File: config.mk
export PLATFORM = sky130hd
export DESIGN_NAME = mem_arbiter_flat
export DESIGN_NICKNAME = d
export VERILOG_FILES = /design/src/rtl/mem_arbiter_pkg.sv /design/src/rtl/mem_arbiter_if.sv /design/src/rtl/mem_arbiter_wait_ctr.sv /design/src/rtl/mem_arbiter.sv /design/src/flat_wrapper.sv
export SDC_FILE = /design/constraint.sdc
export NUM_CORES = 1
export LEC_CHECK = 0
export BUFFER_PORTS_ARGS = -buffer_cell sky130_fd_sc_hd__buf_2
export CORE_MARGIN = 2
export CORE_UTILIZATION = 40
export DETAILED_ROUTE_END_ITERATION = 7
export PLACE_DENSITY_LB_ADDON = 0.12
export SLEW_MARGIN = 20
export SYNTH_ARGS = -nofsm -noshare
export SYNTH_HDL_FRONTEND = slang
export SYNTH_SLANG_ARGS = --single-unit
File: constraint.sdc
create_clock -name clk -period 2.2 [get_ports clk]
set_clock_uncertainty 0.2 [all_clocks]
set_input_delay 0.22 -clock clk [delete_from_list [all_inputs] [get_ports clk]]
set_output_delay 0.22 -clock clk [all_outputs]
set_load 0.05 [all_outputs]
File: src/rtl/mem_arbiter_pkg.sv
// Shared types for the memory arbiter: FSM state encoding, read-owner codes
// and default bus widths.
package mem_arbiter_pkg;

    localparam int DEF_AW = 5;
    localparam int DEF_DW = 8;

    typedef enum logic [1:0] {
        ARB_RUN    = 2'b00,
        ARB_DRAIN  = 2'b01,
        ARB_LOCKED = 2'b10
    } arb_state_e;

    typedef enum logic [1:0] {
        OWN_NONE = 2'b00,
        OWN_CPU  = 2'b01,
        OWN_HOST = 2'b10
    } owner_e;

endpackage

File: src/rtl/mem_arbiter_if.sv
// CPU, host and memory bus signals of the arbiter. Handshake: a request is
// held until the cycle it is granted (cpu_stall low / host_gnt high); read data
// returns with rvalid exactly one cycle after that grant; writes complete on grant.
interface mem_arbiter_if
    import mem_arbiter_pkg::*;
#(
    parameter int AW = DEF_AW,
    parameter int DW = DEF_DW
);
    logic          cpu_req;
    logic          cpu_we;
    logic [AW-1:0] cpu_addr;
    logic [DW-1:0] cpu_wdata;
    logic          cpu_stall;
    logic          cpu_rvalid;
    logic [DW-1:0] cpu_rdata;
    logic          cpu_halted;

    logic          host_req;
    logic          host_we;
    logic [AW-1:0] host_addr;
    logic [DW-1:0] host_wdata;
    logic          host_lock;
    logic          host_gnt;
    logic          host_rvalid;
    logic [DW-1:0] host_rdata;

    logic          mem_en;
    logic          mem_we;
    logic [AW-1:0] mem_addr;
    logic [DW-1:0] mem_wdata;
    logic [DW-1:0] mem_rdata;

    modport slave (
        input  cpu_req, cpu_we, cpu_addr, cpu_wdata,
        input  host_req, host_we, host_addr, host_wdata, host_lock,
        input  mem_rdata,
        output cpu_stall, cpu_rvalid, cpu_rdata, cpu_halted,
        output host_gnt, host_rvalid, host_rdata,
        output mem_en, mem_we, mem_addr, mem_wdata
    );

    modport master (
        output cpu_req, cpu_we, cpu_addr, cpu_wdata,
        output host_req, host_we, host_addr, host_wdata, host_lock,
        output mem_rdata,
        input  cpu_stall, cpu_rvalid, cpu_rdata, cpu_halted,
        input  host_gnt, host_rvalid, host_rdata,
        input  mem_en, mem_we, mem_addr, mem_wdata
    );

endinterface

File: src/rtl/mem_arbiter_wait_ctr.sv
// Saturating up-counter with synchronous clear (clear wins over enable).
// Used for the host wait count and the CPU stall count.
module arb_wait_ctr #(
    parameter int           W   = 4,
    parameter logic [W-1:0] MAX = '1
) (
    input  logic         clk,
    input  logic         clr_i,
    input  logic         en_i,
    output logic [W-1:0] cnt_o
);
    logic [W-1:0] cnt_q, cnt_d;

    always_comb begin
        cnt_d = cnt_q;
        if (clr_i) begin
            cnt_d = '0;
        end else if (en_i && (cnt_q != MAX)) begin
            cnt_d = cnt_q + 1'b1;
        end
    end

    always_ff @(posedge clk) begin
        cnt_q <= cnt_d;
    end

    assign cnt_o = cnt_q;

endmodule

File: src/rtl/mem_arbiter.sv
// CPU/host memory arbiter: CPU priority with bounded host wait, host lock mode.
// Define ARB_STALL_CNT_EN to build the CPU stall cycle counter on stall_cnt.
module mem_arbiter
    import mem_arbiter_pkg::*;
#(
    parameter int AW       = DEF_AW,
    parameter int DW       = DEF_DW,
    parameter int MAX_WAIT = 4
) (
    input  logic          clk,
    input  logic          rst,
    mem_arbiter_if.slave  bus,
    output logic [15:0]   stall_cnt,
    output arb_state_e    dbg_state,
    output logic [3:0]    dbg_wait_cnt
);
    localparam logic [3:0] WAIT_MAX = 4'(MAX_WAIT);

    arb_state_e    state_q, state_d;
    owner_e        rd_owner_q, rd_owner_d;
    logic [DW-1:0] cpu_rdata_q, host_rdata_q;
    logic [3:0]    wait_cnt;
    logic          cpu_gnt, host_gnt, force_host;
    logic          wait_clr, wait_en;

    always_comb begin
        state_d    = state_q;
        cpu_gnt    = 1'b0;
        host_gnt   = 1'b0;
        force_host = bus.host_req && (wait_cnt == WAIT_MAX);
        unique case (state_q)
            ARB_RUN: begin
                cpu_gnt  = bus.cpu_req && !force_host;
                host_gnt = force_host || (bus.host_req && !bus.cpu_req);
                if (bus.host_lock) state_d = ARB_DRAIN;
            end
            ARB_DRAIN: begin
                host_gnt = bus.host_req;
                state_d  = bus.host_lock ? ARB_LOCKED : ARB_RUN;
            end
            ARB_LOCKED: begin
                host_gnt = bus.host_req;
                if (!bus.host_lock) state_d = ARB_RUN;
            end
            default: state_d = ARB_RUN;
        endcase
        if (rst) begin
            cpu_gnt  = 1'b0;
            host_gnt = 1'b0;
        end
    end

    always_comb begin
        rd_owner_d = OWN_NONE;
        if (cpu_gnt && !bus.cpu_we) begin
            rd_owner_d = OWN_CPU;
        end else if (host_gnt && !bus.host_we) begin
            rd_owner_d = OWN_HOST;
        end
    end

    // Returned data is captured so each requester's rdata holds between its reads.
    always_ff @(posedge clk) begin
        if (rst) begin
            state_q      <= ARB_RUN;
            rd_owner_q   <= OWN_NONE;
            cpu_rdata_q  <= '0;
            host_rdata_q <= '0;
        end else begin
            state_q    <= state_d;
            rd_owner_q <= rd_owner_d;
            if (rd_owner_q == OWN_CPU)  cpu_rdata_q  <= bus.mem_rdata;
            if (rd_owner_q == OWN_HOST) host_rdata_q <= bus.mem_rdata;
        end
    end

    assign wait_clr = rst || host_gnt || !bus.host_req || (state_q == ARB_LOCKED);
    assign wait_en  = bus.host_req && !host_gnt;

    arb_wait_ctr #(.W(4), .MAX(WAIT_MAX)) u_wait_ctr (
        .clk   (clk),
        .clr_i (wait_clr),
        .en_i  (wait_en),
        .cnt_o (wait_cnt)
    );

    always_comb begin
        bus.mem_en    = cpu_gnt || host_gnt;
        bus.mem_we    = 1'b0;
        bus.mem_addr  = {AW{1'b0}};
        bus.mem_wdata = {DW{1'b0}};
        if (cpu_gnt) begin
            bus.mem_we    = bus.cpu_we;
            bus.mem_addr  = bus.cpu_addr;
            bus.mem_wdata = bus.cpu_wdata;
        end else if (host_gnt) begin
            bus.mem_we    = bus.host_we;
            bus.mem_addr  = bus.host_addr;
            bus.mem_wdata = bus.host_wdata;
        end
    end

    // A read in flight when reset arrives never reports valid.
    assign bus.cpu_rvalid  = (rd_owner_q == OWN_CPU) && !rst;
    assign bus.host_rvalid = (rd_owner_q == OWN_HOST) && !rst;
    assign bus.cpu_rdata   = (rd_owner_q == OWN_CPU)  ? bus.mem_rdata : cpu_rdata_q;
    assign bus.host_rdata  = (rd_owner_q == OWN_HOST) ? bus.mem_rdata : host_rdata_q;
    assign bus.cpu_stall   = bus.cpu_req && !cpu_gnt;
    assign bus.cpu_halted  = (state_q == ARB_LOCKED) && !rst;
    assign bus.host_gnt    = host_gnt;

    assign dbg_state    = state_q;
    assign dbg_wait_cnt = wait_cnt;

`ifdef ARB_STALL_CNT_EN
    arb_wait_ctr #(.W(16), .MAX(16'hFFFF)) u_stall_ctr (
        .clk   (clk),
        .clr_i (rst),
        .en_i  (bus.cpu_stall),
        .cnt_o (stall_cnt)
    );
`else
    assign stall_cnt = 16'h0000;
`endif

endmodule

File: src/flat_wrapper.sv
// flat-port wrapper written by rule: the top's interface ports become plain ports
module mem_arbiter_flat import mem_arbiter_pkg::*;
#(
    parameter int AW       = DEF_AW,
    parameter int DW       = DEF_DW,
    parameter int MAX_WAIT = 4
)
  (clk, rst, stall_cnt, dbg_state, dbg_wait_cnt, bus_cpu_req, bus_cpu_we, bus_cpu_addr, bus_cpu_wdata, bus_host_req, bus_host_we, bus_host_addr, bus_host_wdata, bus_host_lock, bus_mem_rdata, bus_cpu_stall, bus_cpu_rvalid, bus_cpu_rdata, bus_cpu_halted, bus_host_gnt, bus_host_rvalid, bus_host_rdata, bus_mem_en, bus_mem_we, bus_mem_addr, bus_mem_wdata);
  mem_arbiter_if #(.AW(AW), .DW(DW)) bus_i ();
  input  logic clk;
  input  logic rst;
  output logic [15:0] stall_cnt;
  output arb_state_e dbg_state;
  output logic [3:0] dbg_wait_cnt;
  input wire logic [$bits(bus_i.cpu_req)-1:0] bus_cpu_req;
  input wire logic [$bits(bus_i.cpu_we)-1:0] bus_cpu_we;
  input wire logic [$bits(bus_i.cpu_addr)-1:0] bus_cpu_addr;
  input wire logic [$bits(bus_i.cpu_wdata)-1:0] bus_cpu_wdata;
  input wire logic [$bits(bus_i.host_req)-1:0] bus_host_req;
  input wire logic [$bits(bus_i.host_we)-1:0] bus_host_we;
  input wire logic [$bits(bus_i.host_addr)-1:0] bus_host_addr;
  input wire logic [$bits(bus_i.host_wdata)-1:0] bus_host_wdata;
  input wire logic [$bits(bus_i.host_lock)-1:0] bus_host_lock;
  input wire logic [$bits(bus_i.mem_rdata)-1:0] bus_mem_rdata;
  output wire logic [$bits(bus_i.cpu_stall)-1:0] bus_cpu_stall;
  output wire logic [$bits(bus_i.cpu_rvalid)-1:0] bus_cpu_rvalid;
  output wire logic [$bits(bus_i.cpu_rdata)-1:0] bus_cpu_rdata;
  output wire logic [$bits(bus_i.cpu_halted)-1:0] bus_cpu_halted;
  output wire logic [$bits(bus_i.host_gnt)-1:0] bus_host_gnt;
  output wire logic [$bits(bus_i.host_rvalid)-1:0] bus_host_rvalid;
  output wire logic [$bits(bus_i.host_rdata)-1:0] bus_host_rdata;
  output wire logic [$bits(bus_i.mem_en)-1:0] bus_mem_en;
  output wire logic [$bits(bus_i.mem_we)-1:0] bus_mem_we;
  output wire logic [$bits(bus_i.mem_addr)-1:0] bus_mem_addr;
  output wire logic [$bits(bus_i.mem_wdata)-1:0] bus_mem_wdata;
  assign bus_i.cpu_req = bus_cpu_req;
  assign bus_i.cpu_we = bus_cpu_we;
  assign bus_i.cpu_addr = bus_cpu_addr;
  assign bus_i.cpu_wdata = bus_cpu_wdata;
  assign bus_i.host_req = bus_host_req;
  assign bus_i.host_we = bus_host_we;
  assign bus_i.host_addr = bus_host_addr;
  assign bus_i.host_wdata = bus_host_wdata;
  assign bus_i.host_lock = bus_host_lock;
  assign bus_i.mem_rdata = bus_mem_rdata;
  assign bus_cpu_stall = bus_i.cpu_stall;
  assign bus_cpu_rvalid = bus_i.cpu_rvalid;
  assign bus_cpu_rdata = bus_i.cpu_rdata;
  assign bus_cpu_halted = bus_i.cpu_halted;
  assign bus_host_gnt = bus_i.host_gnt;
  assign bus_host_rvalid = bus_i.host_rvalid;
  assign bus_host_rdata = bus_i.host_rdata;
  assign bus_mem_en = bus_i.mem_en;
  assign bus_mem_we = bus_i.mem_we;
  assign bus_mem_addr = bus_i.mem_addr;
  assign bus_mem_wdata = bus_i.mem_wdata;
  mem_arbiter #(.AW(AW), .DW(DW), .MAX_WAIT(MAX_WAIT)) u_core (.clk(clk), .rst(rst), .bus(bus_i), .stall_cnt(stall_cnt), .dbg_state(dbg_state), .dbg_wait_cnt(dbg_wait_cnt));
endmodule
==> impl_metrics.yaml, run 1 <==
run_status:
  status: "finished with violations"
  failed_checks: "negative setup slack"
cells_and_area:
  diodes: 0
  drive_gt1_frac: 0.617
  area_delta_synth_final_pct: 62.0
  nets: 297
  fin_area_um2: 2320
floorplanning:
  io_pins: 99
  die_x_um: 63.8
  die_height_um: 63.8
  core_um2: 3390
  die_area_um2: 4070
  rows: 21
  initial_core_util: 0.422
global_route:
  grt_max_degree: 25
  grt_overflow: 0
  track_usage: 0.186
  grt_pass1_vias: 1420
  grt_pass1_wl_um: 6060
  antenna_found_initial: 0
detailed_routing:
  via_per_inst: 4.77
  drtPass1Iterations: 5
  post_drt_wl_per_cell_um: 12.9
  drtIter0Drc: 49
  drc: 0
  routed_wirelength_um: 3780
  vias: 1401
  detail-route-antenna-nets: 0
worst_setup_path:
  critPathLaunchType: "register"
  path_max_fanout: 8
  criticalPathCategory: "reg2out"
  critPathCaptureType: "output port"
  cp.arrival_ns: 1.99
  cp_data_required_time_ns: 1.78
  rrSetupSlack_ns: 0.15
timing:
  period_needed_ns: 2.41
  hold_viol: 0
  finalSetupViolCount: 15
  relSlewSlack: 0.584
  setup_slack_ns: -0.213
  holdWs_ns: 0.00583
  slew_viol_final: 0
  fmax_mhz: 414
  fin_crit_sh: 1.10
  worst_pin_slew_ns: 0.618
  rsz0062_at_grt: "true"
synthesis:
  syn_inst: 147
  synth_top_area_share: 0.336
  ys_warn_count: 0
  synth_area_leaders: "dfxtp_1, mux2_2, nor2b_1, a22o_1, buf_4"
  synthFlopType: "dfxtp_1"
  synth_edf_count: 0
  syn_avg_cell_area_um2: 9.74
  synth_cell_types: 33
  synth_seq_area_share: 0.336
  synth_seq_cells: 24
  syn_area_um2: 1430
  synth_area_leader_cell: "dfxtp_1"
  synthArstFlopShare: 0
pwr:
  p_per_area_nw_per_um2: 621
  ir_drop_mv: 0.372
  power_uw: 1440
  power_leakage_uw: 0.00119
clock_tree:
  cts_buffers: 3
  cts-root-buf: "clkbuf_4"
  clk_latency_ns: 0.32
  h-tree-depth: 1
  cts_sinks: 24
  clkTransAtPathRegs_ns: 0.13
  clk_path_buf_depth: 2
  cts_tree: "built"
placed_design:
  dpl_cell_area_um2: 2030
  place.gp.congestion: 0.778
  post-dp-hpwl_um: 2780
  numPortBuffers: 82
  place_ws_ns: -0.379
job:
  cap_violations: 0
worst_hold_path:
  min_path_type: "in2reg"
[cell usage after synthesis (2+ instances only)]
library cell	count
xnor2_1	2
buf_4	16
nand2_1	2
nor3b_1	3
or2_2	2
dfxtp_1	24
inv_1	7
a22o_1	14
nor3_1	3
nor2b_1	21
clkbuf_1	2
nor2_1	6
buf_2	3
mux2_2	17
ha_1	7
[critical path: stages (launching register included)]
cell and delay, ns:
dfxtp_4 0.39, inv_4 0.04, ha_4 0.16, and4b_2 0.24, o31ai_4 0.24, nor2_4 0.08
buf_6 0.15, a22o_4 0.23, buf_8 0.15
[power breakdown]
| part | total, uW | switching [uW] | internal, uW | leakage, uW |
|---|---|---|---|---|
| Clock | 273 | 134 | 139 | 0.0000261 |
| Combinational | 704 | 432 | 272 | 0.000965 |
| Sequential | 463 | 9.73 | 453 | 0.000197 |
[registers in the layout, indices dropped and copies added, names as in the netlist]
signal,flops
u_core.u_wait_ctr.cnt_o,4
u_core.dbg_state,2
u_core.cpu_rdata_q,8
u_core.rd_owner_q,2
u_core.host_rdata_q,8
[cells by family after synthesis]
| kind of cell | synth area share |
|---|---|
| adder cells (fa/ha/maj) | 0.0612 |
| AND/OR/NAND/NOR | 0.202 |
| flip-flops | 0.336 |
| XOR/XNOR | 0.0184 |
| multiplexers | 0.141 |
| other | 0.00262 |
| AO/OA/AOI/OAI | 0.114 |
| buffers and inverters | 0.126 |
[per-layer routing]
metal / track usage / vias up / wire (um)
met5: 0 / - / 0
met4: 0.0734 / 0 / 55
met3: 0.0493 / 6 / 362
met2: 0.341 / 87 / 1930
met1: 0.200 / 631 / 1430
li1: - / 677 / -
[cell type report]
class,count,area (um^2)
clock buffers,4,47.5
fillers,265,1070
inverters,7,31.3
multi-input cells,109,971
flip-flops and latches,24,493
repair buffers,104,718
well taps,46,57.6
[path summary, 6_finish.rpt]
path | startpoint | to | depth (start not counted)
max | u_core.dbg_state[1] | bus_mem_wdata[2] | 8
min | bus_host_lock | u_core.dbg_state[1] | 3
max reg2reg | u_core.dbg_state[0] | u_core.u_wait_ctr.cnt_o[1] | 7
min reg2reg | u_core.cpu_rdata_q[7] | u_core.cpu_rdata_q[7] | 2
[placed cells by master (no fill, tap or decap), drive strengths merged, types with 2 or more instances in the layout]
cell         instances
or2                  2
ha                   7
dfxtp               24
nor3                 3
inv                  7
nand2                2
a21oi                2
nor2b               21
a22o                14
mux2                17
buf                102
nor2                 7
conb                16
xnor2                2
clkbuf               4
dlygate4sd3          2
nor3b                3
[through the flow]
step / TNS (ns) / cells / utilization
after floorplan: 0 / 162 / -
after global placement: -3.03 / 282 / 0.598
after detailed placement: -4.79 / 282 / 0.598
after CTS: -4.27 / 291 / 0.669
after global routing: -3.84 / 294 / 0.684
final: -2.81 / 294 / 0.684
[what timing repair did]
action,in CTS,in global routing
hold endpoints to repair,2,0
endpoints found under the setup margin,17,17
cloned,0,0
pin swaps,6,6
resized for setup,47,7
buffers inserted,4,3
hold buffers,2,0
No activity file was read; power rests on OpenSTA's default activity.
==> run 2, diff against run 1 <==
PLACE_DENSITY = 0.78   (was unset)
PLACE_DENSITY_LB_ADDON = unset   (was 0.12)
SKIP_CTS_REPAIR_TIMING = 1   (was unset)
==> impl_metrics.yaml, run 2 (synthesized netlist as in run 1, its figures left out) <==
run_status:
  status: "finished with violations"
  failed_checks: "negative hold slack, negative setup slack"
cells_and_area:
  diodes: 0
  layout_common_cells: "buf_2, dfxtp_1, nor2b_1"
  drive_gt1_frac: 0.604
  nFillCells: 281
  nets: 289
  fin_area_um2: 2250
  layout_commonest_cell: "buf_2"
  area_delta_synth_final_pct: 57.1
worst_hold_path:
  min_path_type: "in2reg"
  min_to: "u_core.dbg_state[1]"
  hold_depth: 3
  min-delay-start: "bus_host_lock"
timing:
  fin_crit_sh: 1.11
  holdWs_ns: -0.00406
  rsz0062_at_grt: "true"
  finalSetupViolCount: 15
  hold_viol: 1
  slew_viol_final: 0
  fmax_mhz: 408
  worst_pin_slew_ns: 0.508
  setup_slack_ns: -0.251
  relSlewSlack: 0.658
  period_needed_ns: 2.45
  tns_ns: -3.58
floorplanning:
  rows: 21
  die_x_um: 63.8
  die_height_um: 63.8
  core_um2: 3390
  die_area_um2: 4070
  initial_core_util: 0.422
  io_pins: 99
pwr:
  p_sw_uw: 563
  p_int_uw: 850
  ir_drop_mv: 0.366
  seq_power_share: 0.329
  p_per_area_nw_per_um2: 628
  clkPwrFrac: 0.191
  swShare: 0.398
  power_leakage_uw: 0.00115
  comb_power_share: 0.480
global_route:
  antenna_found_initial: 0
  track_usage: 0.155
  grt_pass1_wl_um: 5110
  grt_max_degree: 23
  grt_pass1_vias: 1197
  grt_overflow: 0
clock_tree:
  cts_sinks: 24
  cts-root-buf: "clkbuf_4"
  h-tree-depth: 1
  clkTransAtPathRegs_ns: 0.13
  cts_buffers: 3
  clk_latency_ns: 0.31
  cts_tree: "built"
  clk_path_buf_depth: 2
detailed_routing:
  drtIter0Drc: 24
  drtPass1Iterations: 4
  drc: 0
  detail-route-antenna-nets: 0
  post_drt_wl_per_cell_um: 12.2
  vias: 1290
  routed_wirelength_um: 3500
  via_per_inst: 4.51
worst_setup_path:
  r2r-start: "u_core.u_wait_ctr.cnt_o[0]"
  rr_worst_depth: 7
  cp_data_required_time_ns: 1.78
  critPathLaunchType: "register"
  critPathCaptureType: "output port"
  regToRegEndpoint: "u_core.u_wait_ctr.cnt_o[1]"
  criticalPathCategory: "reg2out"
  cp.arrival_ns: 2.03
  path_max_fanout: 14
  rrSetupSlack_ns: 0.18
placed_design:
  dpl_cell_area_um2: 2000
  place_ws_ns: -0.0159
  place.gp.congestion: 0.786
  numPortBuffers: 82
  post-dp-hpwl_um: 2670
job:
  cap_violations: 0
==> run 2: cell types whose count changed in the layout (fill, tap and decap cells not counted), sizes merged <==
cell | previous run | this run
buf | 102 | 94
==> run 2: power groups by stage <==
| stage | sequential [uW] | combinational, uW | clock (uW) |
|---|---|---|---|
| floorplan | 492 | 461 | 0 |
| global placement | 472 | 590 | 0 |
| detailed placement | 473 | 597 | 0 |
| CTS | 463 | 598 | 285 |
| global route | 468 | 713 | 305 |
| finish | 465 | 678 | 270 |
==> run 2: stage by stage <==
| step | cells | util | total power (uW) |
|---|---|---|---|
| after floorplan | 162 | - | 953 |
| after global placement | 275 | 0.590 | 1060 |
| after detailed placement | 275 | 0.590 | 1070 |
| after CTS | 279 | 0.604 | 1350 |
| after global routing | 286 | 0.663 | 1490 |
| final | 286 | 0.663 | 1410 |
==> run 2: per-layer routing <==
layer,GRT usage,vias up,wire [um]
met2,0.301,42,1940
met4,0.0163,0,0
met1,0.168,586,1380
met3,0.0440,0,175
met5,0,-,0
li1,-,662,-
==> run 2: layout make-up <==
type,count,area (um^2),area share
Tap cell,46,57.6,0.0256
Multi-Input combinational cell,109,963,0.428
Timing Repair Buffer,96,656,0.292
Inverter,7,31.3,0.0139
Clock buffer,4,47.5,0.0211
Sequential cell,24,493,0.219
==> run 2: critical path, cell delays in order (launching register included) <==
cell and delay, ns:
dfxtp_4 0.40, inv_4 0.05, ha_4 0.16, and4b_2 0.24
o31ai_4 0.27, nor2_2 0.07, buf_12 0.15, a22o_4 0.22
buf_6 0.15
==> run 2: worst max-delay path by stage <==
stage                                           from                to  slack, ns
after floorplan           u_core.u_wait_ctr.cnt_o[2]     bus_cpu_stall      0.007
after global placement           u_core.dbg_state[1]  bus_mem_wdata[6]       0.04
after detailed placement         u_core.dbg_state[1]  bus_mem_wdata[7]      -0.02
after CTS                        u_core.dbg_state[0]  bus_mem_wdata[7]      -0.40
after global routing             u_core.dbg_state[1]  bus_mem_wdata[0]      -0.36
final                            u_core.dbg_state[1]  bus_mem_wdata[0]      -0.25
